===== src/rtl/alu_operand_stage_pkg.sv =====
// Shared instruction-set definitions: data/immediate widths, opcodes, flags
// and the operand-stage state encoding.
package InstructionSetPkg;

  localparam int DataWidth       = 8;
  localparam int ImmediateWidth  = 4;
  localparam int DefaultRegCount = 8;

  typedef enum logic [3:0] {
    OpNop  = 4'h0,
    OpMove = 4'h1,
    OpAdd  = 4'h2,
    OpAdc  = 4'h3,
    OpSub  = 4'h4,
    OpSbc  = 4'h5,
    OpAnd  = 4'h6,
    OpOr   = 4'h7,
    OpXor  = 4'h8,
    OpLil  = 4'h9,
    OpLiu  = 4'hA
  } eOperation;

  localparam eOperation DefaultOperation = OpNop;

  typedef struct packed {
    logic carry;
    logic zero;
  } sFlags;

  localparam sFlags FlagsClear = '{carry: 1'b0, zero: 1'b0};

  typedef enum logic [1:0] {
    IDLE  = 2'd0,
    READ  = 2'd1,
    EXEC  = 2'd2,
    WRITE = 2'd3
  } eStageState;

endpackage


===== src/rtl/alu_operand_stage_register_file.sv =====
// General register file: operand read port (source and destination), a debug
// read port and a single synchronous write port.
module register_file
  import InstructionSetPkg::*;
#(
  parameter  int RegCount  = DefaultRegCount,
  localparam int AddrWidth = $clog2(RegCount)
) (
  input  logic                 clk,
  input  logic                 rst_n,
  input  logic [AddrWidth-1:0] src_addr,
  input  logic [AddrWidth-1:0] dest_addr,
  output logic [DataWidth-1:0] src_data,
  output logic [DataWidth-1:0] dest_data,
  input  logic [AddrWidth-1:0] dbg_addr,
  output logic [DataWidth-1:0] dbg_data,
  input  logic                 write_en,
  input  logic [AddrWidth-1:0] write_addr,
  input  logic [DataWidth-1:0] write_data
);

  logic [DataWidth-1:0] regs_r [RegCount];

  // Storage array: cleared by reset, written one entry per cycle.
  always_ff @(posedge clk or negedge rst_n) begin
    if (!rst_n) begin
      for (int i = 0; i < RegCount; i++) begin
        regs_r[i] <= {DataWidth{1'b0}};
      end
    end else if (write_en) begin
      regs_r[write_addr] <= write_data;
    end else begin
      regs_r <= regs_r;
    end
  end

  // Reads see the array directly, so a write is visible from its own edge on.
  assign src_data  = regs_r[src_addr];
  assign dest_data = regs_r[dest_addr];
  assign dbg_data  = regs_r[dbg_addr];

endmodule


===== src/rtl/alu_operand_stage.sv =====
// Four-phase operand stage: accepts an instruction, fetches operands, presents
// them to an external ALU and writes the result and flags back.
module alu_operand_stage
  import InstructionSetPkg::*;
#(
  parameter  int RegCount  = DefaultRegCount,
  localparam int AddrWidth = $clog2(RegCount)
) (
  input  logic                      Clock,
  input  logic                      nReset,
  input  logic                      InstrValid,
  output logic                      InstrReady,
  input  eOperation                 InstrOp,
  input  logic [AddrWidth-1:0]      InstrDest,
  input  logic [AddrWidth-1:0]      InstrSrc,
  input  logic [ImmediateWidth-1:0] InstrImm,
  output eOperation                 AluOperation,
  output logic [DataWidth-1:0]      AluInSrc,
  output logic [DataWidth-1:0]      AluInDest,
  output logic [ImmediateWidth-1:0] AluInImm,
  output sFlags                     AluInFlags,
  input  logic [DataWidth-1:0]      AluOutDest,
  input  sFlags                     AluOutFlags,
  output logic                      Done,
  output sFlags                     Flags,
  input  logic [AddrWidth-1:0]      DbgAddr,
  output logic [DataWidth-1:0]      DbgData
);

  eStageState                state_r;
  eStageState                state_next_s;
  logic                      accept_s;
  logic                      write_en_s;
  logic                      ready_r;
  logic                      done_r;

  eOperation                 instr_op_r;
  logic [AddrWidth-1:0]      instr_dest_r;
  logic [AddrWidth-1:0]      instr_src_r;
  logic [ImmediateWidth-1:0] instr_imm_r;

  eOperation                 alu_op_r;
  logic [DataWidth-1:0]      src_operand_r;
  logic [DataWidth-1:0]      dest_operand_r;
  logic [ImmediateWidth-1:0] alu_imm_r;

  logic [DataWidth-1:0]      result_r;
  sFlags                     result_flags_r;
  sFlags                     flags_r;

  logic [DataWidth-1:0]      rf_src_data_s;
  logic [DataWidth-1:0]      rf_dest_data_s;

  // Next-state decode; only IDLE looks at InstrValid.
  always_comb begin
    state_next_s = state_r;
    accept_s     = 1'b0;
    case (state_r)
      IDLE: begin
        if (InstrValid) begin
          accept_s     = 1'b1;
          state_next_s = READ;
        end else begin
          state_next_s = IDLE;
        end
      end
      READ:    state_next_s = EXEC;
      EXEC:    state_next_s = WRITE;
      WRITE:   state_next_s = IDLE;
      default: state_next_s = IDLE;
    endcase
  end

  // State register plus registered handshake outputs derived from next state.
  always_ff @(posedge Clock or negedge nReset) begin
    if (!nReset) begin
      state_r <= IDLE;
      ready_r <= 1'b1;
      done_r  <= 1'b0;
    end else begin
      state_r <= state_next_s;
      ready_r <= (state_next_s == IDLE);
      done_r  <= (state_next_s == WRITE);
    end
  end

  // Instruction fields are captured only on an accepted handshake.
  always_ff @(posedge Clock or negedge nReset) begin
    if (!nReset) begin
      instr_op_r   <= DefaultOperation;
      instr_dest_r <= {AddrWidth{1'b0}};
      instr_src_r  <= {AddrWidth{1'b0}};
      instr_imm_r  <= {ImmediateWidth{1'b0}};
    end else if (accept_s) begin
      instr_op_r   <= InstrOp;
      instr_dest_r <= InstrDest;
      instr_src_r  <= InstrSrc;
      instr_imm_r  <= InstrImm;
    end else begin
      instr_op_r   <= instr_op_r;
      instr_dest_r <= instr_dest_r;
      instr_src_r  <= instr_src_r;
      instr_imm_r  <= instr_imm_r;
    end
  end

  // Operand registers double as the ALU inputs, so they hold outside EXEC.
  always_ff @(posedge Clock or negedge nReset) begin
    if (!nReset) begin
      alu_op_r       <= DefaultOperation;
      src_operand_r  <= {DataWidth{1'b0}};
      dest_operand_r <= {DataWidth{1'b0}};
      alu_imm_r      <= {ImmediateWidth{1'b0}};
    end else if (state_r == READ) begin
      alu_op_r       <= instr_op_r;
      src_operand_r  <= rf_src_data_s;
      dest_operand_r <= rf_dest_data_s;
      alu_imm_r      <= instr_imm_r;
    end else begin
      alu_op_r       <= alu_op_r;
      src_operand_r  <= src_operand_r;
      dest_operand_r <= dest_operand_r;
      alu_imm_r      <= alu_imm_r;
    end
  end

  // ALU result is sampled at the end of EXEC; flags commit at the end of WRITE.
  always_ff @(posedge Clock or negedge nReset) begin
    if (!nReset) begin
      result_r       <= {DataWidth{1'b0}};
      result_flags_r <= FlagsClear;
      flags_r        <= FlagsClear;
    end else begin
      if (state_r == EXEC) begin
        result_r       <= AluOutDest;
        result_flags_r <= AluOutFlags;
      end else begin
        result_r       <= result_r;
        result_flags_r <= result_flags_r;
      end
      if (state_r == WRITE) begin
        flags_r <= result_flags_r;
      end else begin
        flags_r <= flags_r;
      end
    end
  end

  assign write_en_s = (state_r == WRITE);

  register_file #(
    .RegCount (RegCount)
  ) u_register_file (
    .clk        (Clock),
    .rst_n      (nReset),
    .src_addr   (instr_src_r),
    .dest_addr  (instr_dest_r),
    .src_data   (rf_src_data_s),
    .dest_data  (rf_dest_data_s),
    .dbg_addr   (DbgAddr),
    .dbg_data   (DbgData),
    .write_en   (write_en_s),
    .write_addr (instr_dest_r),
    .write_data (result_r)
  );

  assign InstrReady   = ready_r;
  assign Done         = done_r;
  assign AluOperation = alu_op_r;
  assign AluInSrc     = src_operand_r;
  assign AluInDest    = dest_operand_r;
  assign AluInImm     = alu_imm_r;
  assign AluInFlags   = flags_r;
  assign Flags        = flags_r;

endmodule


===== config.mk =====
export PLATFORM = sky130hd
export DESIGN_NAME = alu_operand_stage
export DESIGN_NICKNAME = d
export VERILOG_FILES = /design/src/rtl/alu_operand_stage_pkg.sv /design/src/rtl/alu_operand_stage_register_file.sv /design/src/rtl/alu_operand_stage.sv
export SDC_FILE = /design/constraint.sdc
export NUM_CORES = 1
export LEC_CHECK = 0
export ABC_AREA = 1
export CAP_MARGIN = 40
export CORE_MARGIN = 4
export CORE_UTILIZATION = 35
export DETAILED_ROUTE_END_ITERATION = 10
export HOLD_SLACK_MARGIN = 0.03
export SYNTH_ARGS = -nofsm -noshare
export SYNTH_HDL_FRONTEND = slang
export SYNTH_SLANG_ARGS = --single-unit

===== constraint.sdc =====
create_clock -name Clock -period 1.4 [get_ports Clock]
set_clock_uncertainty 0.1 [all_clocks]
set_input_delay 0.28 -clock Clock [delete_from_list [all_inputs] [get_ports Clock]]
set_output_delay 0.28 -clock Clock [all_outputs]
set_load 0.05 [all_outputs]

# Yosys cells after proc, flatten, opt, wreduce, memory -nomap -nowiden
# Cells that the tools add are included.
# totals
register_bits	118
input_bits	30
out_inout_bits	38
word_cells	54
# op_classes
n_lt_le_gt_ge	4
n_eq_ne	4
n_mux	16
bitwise_logic	3
reduce_logical	3
# ops
cell	n
$bmux W8 S3	3
$bwmux W64	1
$mux W8	7
$demux W8 S3	1
$ge A4 B4 Y1 const B	3
$not A3 Y4	3
$pmux W2 S4	1
$eq A2 B2 Y1 const B	3
$logic_not A2 Y1	2
$lt A4 B1 Y1 const B	1
$mux W1	3
$eq A2 B1 Y1 const B	1
$logic_and A1 B1 Y1	1

# Longest topological paths before layout
# logic_depth
depth_word	6
ltp_mapped	8
mapped_depth_nobuf	6

# Modules after synthesis
# A second synthesis with hierarchy kept.
# unflattened
cells_unflattened	968
hier_area_um2	6578.8
# modules_own_cells
module	n_inst	cells_per_inst	area_per_inst_um2	seq_area_each_um2
register_file	1	739	4414.2	1601.5
alu_operand_stage	1	229	2164.6	1352.5

# Worst setup path before layout
# Ideal clock, no wire load.
# synth_timing
path_kind	input -> output
from	input DbgAddr[0]
to	output DbgData[2]
t_arrival_ns	1.342
required_ns	1.020
slack_ns	-0.322
cell_stages	6
path_buffers	2
cell_sequence	buf_2 > clkbuf_1 > a21oi_1 > o21ai_0 > nand2_1 > nand2_1
# synth_between
elab_chain_len	4
# synth_lines
element	line	source
from (decl)	alu_operand_stage.sv:26	input logic [AddrWidth-1:0] DbgAddr,
$not A3 Y4 (not written as such)	alu_operand_stage_register_file.sv:40	assign dbg_data = regs_r[dbg_addr];
$bmux W8 S3	alu_operand_stage_register_file.sv:40	
$mux W8 (not written as such) (2 in series)	alu_operand_stage_register_file.sv:40	
to (decl)	alu_operand_stage.sv:27	output logic [DataWidth-1:0] DbgData
# No other way between the ends. The select of a mux whose other input is x is not followed.

# Worst setup path after layout
# layout_timing
from	register u_register_file.regs_r[10] (netlist bit)
to	output DbgData[2]
# layout_between
elab_chain_len	3
# layout_lines
element	line	source
from (decl)	alu_operand_stage_register_file.sv:22	logic [DataWidth-1:0] regs_r [RegCount];
from (signal, indexed assignment)	alu_operand_stage_register_file.sv:28	regs_r[i] <= {DataWidth{1'b0}};
from (signal, indexed assignment)	alu_operand_stage_register_file.sv:31	regs_r[write_addr] <= write_data;
from (signal assigned)	alu_operand_stage_register_file.sv:33	regs_r <= regs_r;
$bmux W8 S3	alu_operand_stage_register_file.sv:40	
$mux W8 (not written as such) (2 in series)	alu_operand_stage_register_file.sv:40	
# No other way between the ends. The select of a mux whose other input is x is not followed.

==> results.ini <==
[run_status]
outcome=finished with violations
violations=negative setup slack

[clock_network]
cts_buffer_depth=2
htree_levels=4
clk_latency_ps=430
cts_tree=done
root_buffer=clkbuf_16
cts_buffers=17
cts_num_sinks=118
clk_pin_slew_ps=60

[die]
die_w_um=141
io_pins=68
dieHeight_um=141
floorplan.initialDensity_pct=35.7
rows=48
coreArea_um2=17300
dieArea_um2=19800

[synthesis]
synth.distinct_cells=21
ys_seq_area_share_pct=47.8
synth_top_family_by_area=simple AND/OR/NAND/NOR gates
ys_warn_count=0
synthCells=844
synthMuxAreaShare_pct=1.46
synth.area.top_cells=dfrtp_1 47%, nand2_1 17%, nand3_1 7.2%, o21ai_0 5.9%, inv_1 4.9%
synth_top_cell_by_area=dfrtp_1
ys_ff_latch=118
synth_fa_ha_area_share_pct=1.01
syn_nets=879
synth-simple-area-share_pct=28.3
synth_area_um2=6180
synth-compound-area-share_pct=12.6
synth_xor_area_share_pct=0
synth_top_area_share_pct=47.4
syn_area_per_cell_um2=7.32

[routing]
wl_per_cell_um=20.0
dr.pass1.iters=6
vias_per_cell=5.44
vias=7083
drt_iter0_drc=1010
drcViolationCount=0
finalWirelength_um=26000
ant_nets=0

[finish]
syn_to_final_growth_pct=79.1
mostFrequentLayoutCells=164 x nand2_1, 125 x buf_4, 99 x dfrtp_1, 85 x nand3_1, 64 x buf_12
antenna_cells=0
fin_nets=1099
drive_gt1_share_pct=50.7
nFillCells=1278
layout_commonest_cell=nand2_1
fin_area_um2=11100

[setup_path]
worstReg2RegStart=state_r[1]
worstPathRequired_ps=1020
cp_max_fo=2
reg2reg_to=AluInSrc[5]
r2r_cells=7
setup.worst_path.end_class=output pin
critPathArrivalTime_ps=1590
start_kind=flip-flop
reg2reg_slack_ps=-200
critPathKind=flip-flop to output pin

[sta]
final_hold_viol_count=0
setup_viol=114
period_share_pct=141
tightest_slew_ps=465
finalCriticalPeriod_ps=1970
relSlewSlack_pct=68.9
slew_viol_final=0
fmax_mhz=507
rsz0062_at_grt=yes
layout_setup_ws_ps=-572

[global_route]
grt_pass1_wl_um=37800
grt_remaining_overflow=0
grt_pass1_vias=6604
antenna_found_initial=0
grtUsageTotal_pct=24.5
grt_max_degree=44

[placement]
dp_worst_setup_slack_ps=-562
gp_routability_congestion=1.05
hpwl_um=15400
placement.cell_area_um2=8440
io_buffers=67

[power]
ir_drop_v=0.00152
p_leak_nw=5.12
power_density_nw_per_um2=2610

[run]
cap_violations=0

[worst_hold_path]
hp-class=primary input to async pin

## state kept, by name (all words and copies together) (netlist names), 3 cells and up
register,count
result_r,8
AluInDest,8
AluInSrc,8
AluOperation,4
instr_src_r,3
u_register_file.regs_r,64
instr_op_r,4
AluInImm,4
instr_imm_r,4
instr_dest_r,3
## per-layer routing
metal | vias up | part of all wire [%] | track usage (%) | wire [µm]
met1 | 3449 | 39 | 32.3 | 10300
li1 | 3146 | - | - | -
met3 | 94 | 7.1 | 4.99 | 1850
met2 | 394 | 48 | 39.3 | 12500
met4 | 0 | 5.4 | 10.8 | 1410
met5 | - | 0 | 0 | 0
## synth_stat cells
library cell / n
inv_1: 80
or2_2: 2
o21ai_1: 36
nand2_1: 276
dfrtp_1: 117
dfstp_2: 1
buf_4: 3
nand2_2: 6
nor2_1: 49
inv_2: 4
clkbuf_1: 24
nand3_1: 89
o21ai_0: 73
buf_2: 21
nor2_2: 2
ha_1: 5
nor2_4: 2
clkinv_1: 2
mux2_2: 8
a21oi_1: 39
o211ai_1: 5
## critical path: stages (launching register included)
cell	delay, ps
dfrtp_1	420
inv_2	100
nor2_2	40
a21oi_2	190
o21ai_1	80
nand2_1	120
nand2_4	60
buf_12	140
## where the power goes
group	switching, mW	internal, mW	total [mW]
combinational	9.76	8.23	18.0
clock	1.73	2.62	4.35
sequential	1.57	5.00	6.57
## through the flow
stage          hold WS [ps]  util [%]  setup TNS [ps]  power, mW  std cells
2_1_floorplan          -116         -           -47.3       12.6        844
3_3_place_gp           66.3      48.8           -7370       18.9       1199
3_5_place_dp           70.3      48.8           -9450       19.1       1199
4_1_cts                 158      58.5          -11020       25.9       1274
5_1_grt                 178      63.9          -19670       30.2       1302
6_report                164      63.9          -15270       28.9       1302
## kinds of logic after synthesis
group	Yosys count
compound gates	153
fa+ha+maj	5
buf+inv	134
flops	118
mux	8
simple gates	426
## how the worst max path moves through the flow
| stage | start | end | slack [ps] |
|---|---|---|---|
| finish | u_register_file.regs_r[10] | DbgData[2] | -570 |
| global route | u_register_file.regs_r[10] | DbgData[2] | -620 |
| CTS | u_register_file.regs_r[11] | DbgData[3] | -540 |
| detailed placement | DbgAddr[1] | DbgData[2] | -560 |
| global placement | DbgAddr[1] | DbgData[2] | -540 |
| floorplan | DbgAddr[0] | DbgData[2] | -30 |
## what timing repair did
item | in CTS | in global routing
hold endpoints to repair | 117 | 0
cloned | 10 | 1
endpoints found under the setup margin | 91 | 145
gates resized for setup | 201 | 236
hold buffers | 1 | 0
buffers inserted | 33 | 35
pin swaps | 45 | 57
## cell type report
class / count / area [µm²] / area share (%)
Multi-Input combinational cell: 595 / 3930 / 35.5
Timing Repair Buffer: 246 / 2960 / 26.7
Clock buffer: 17 / 425 / 3.85
Tap cell: 225 / 282 / 2.55
Sequential cell: 118 / 2980 / 26.9
Clock inverter: 15 / 156 / 1.41
Inverter: 86 / 338 / 3.05
No activity file was read; power rests on OpenSTA's default activity.
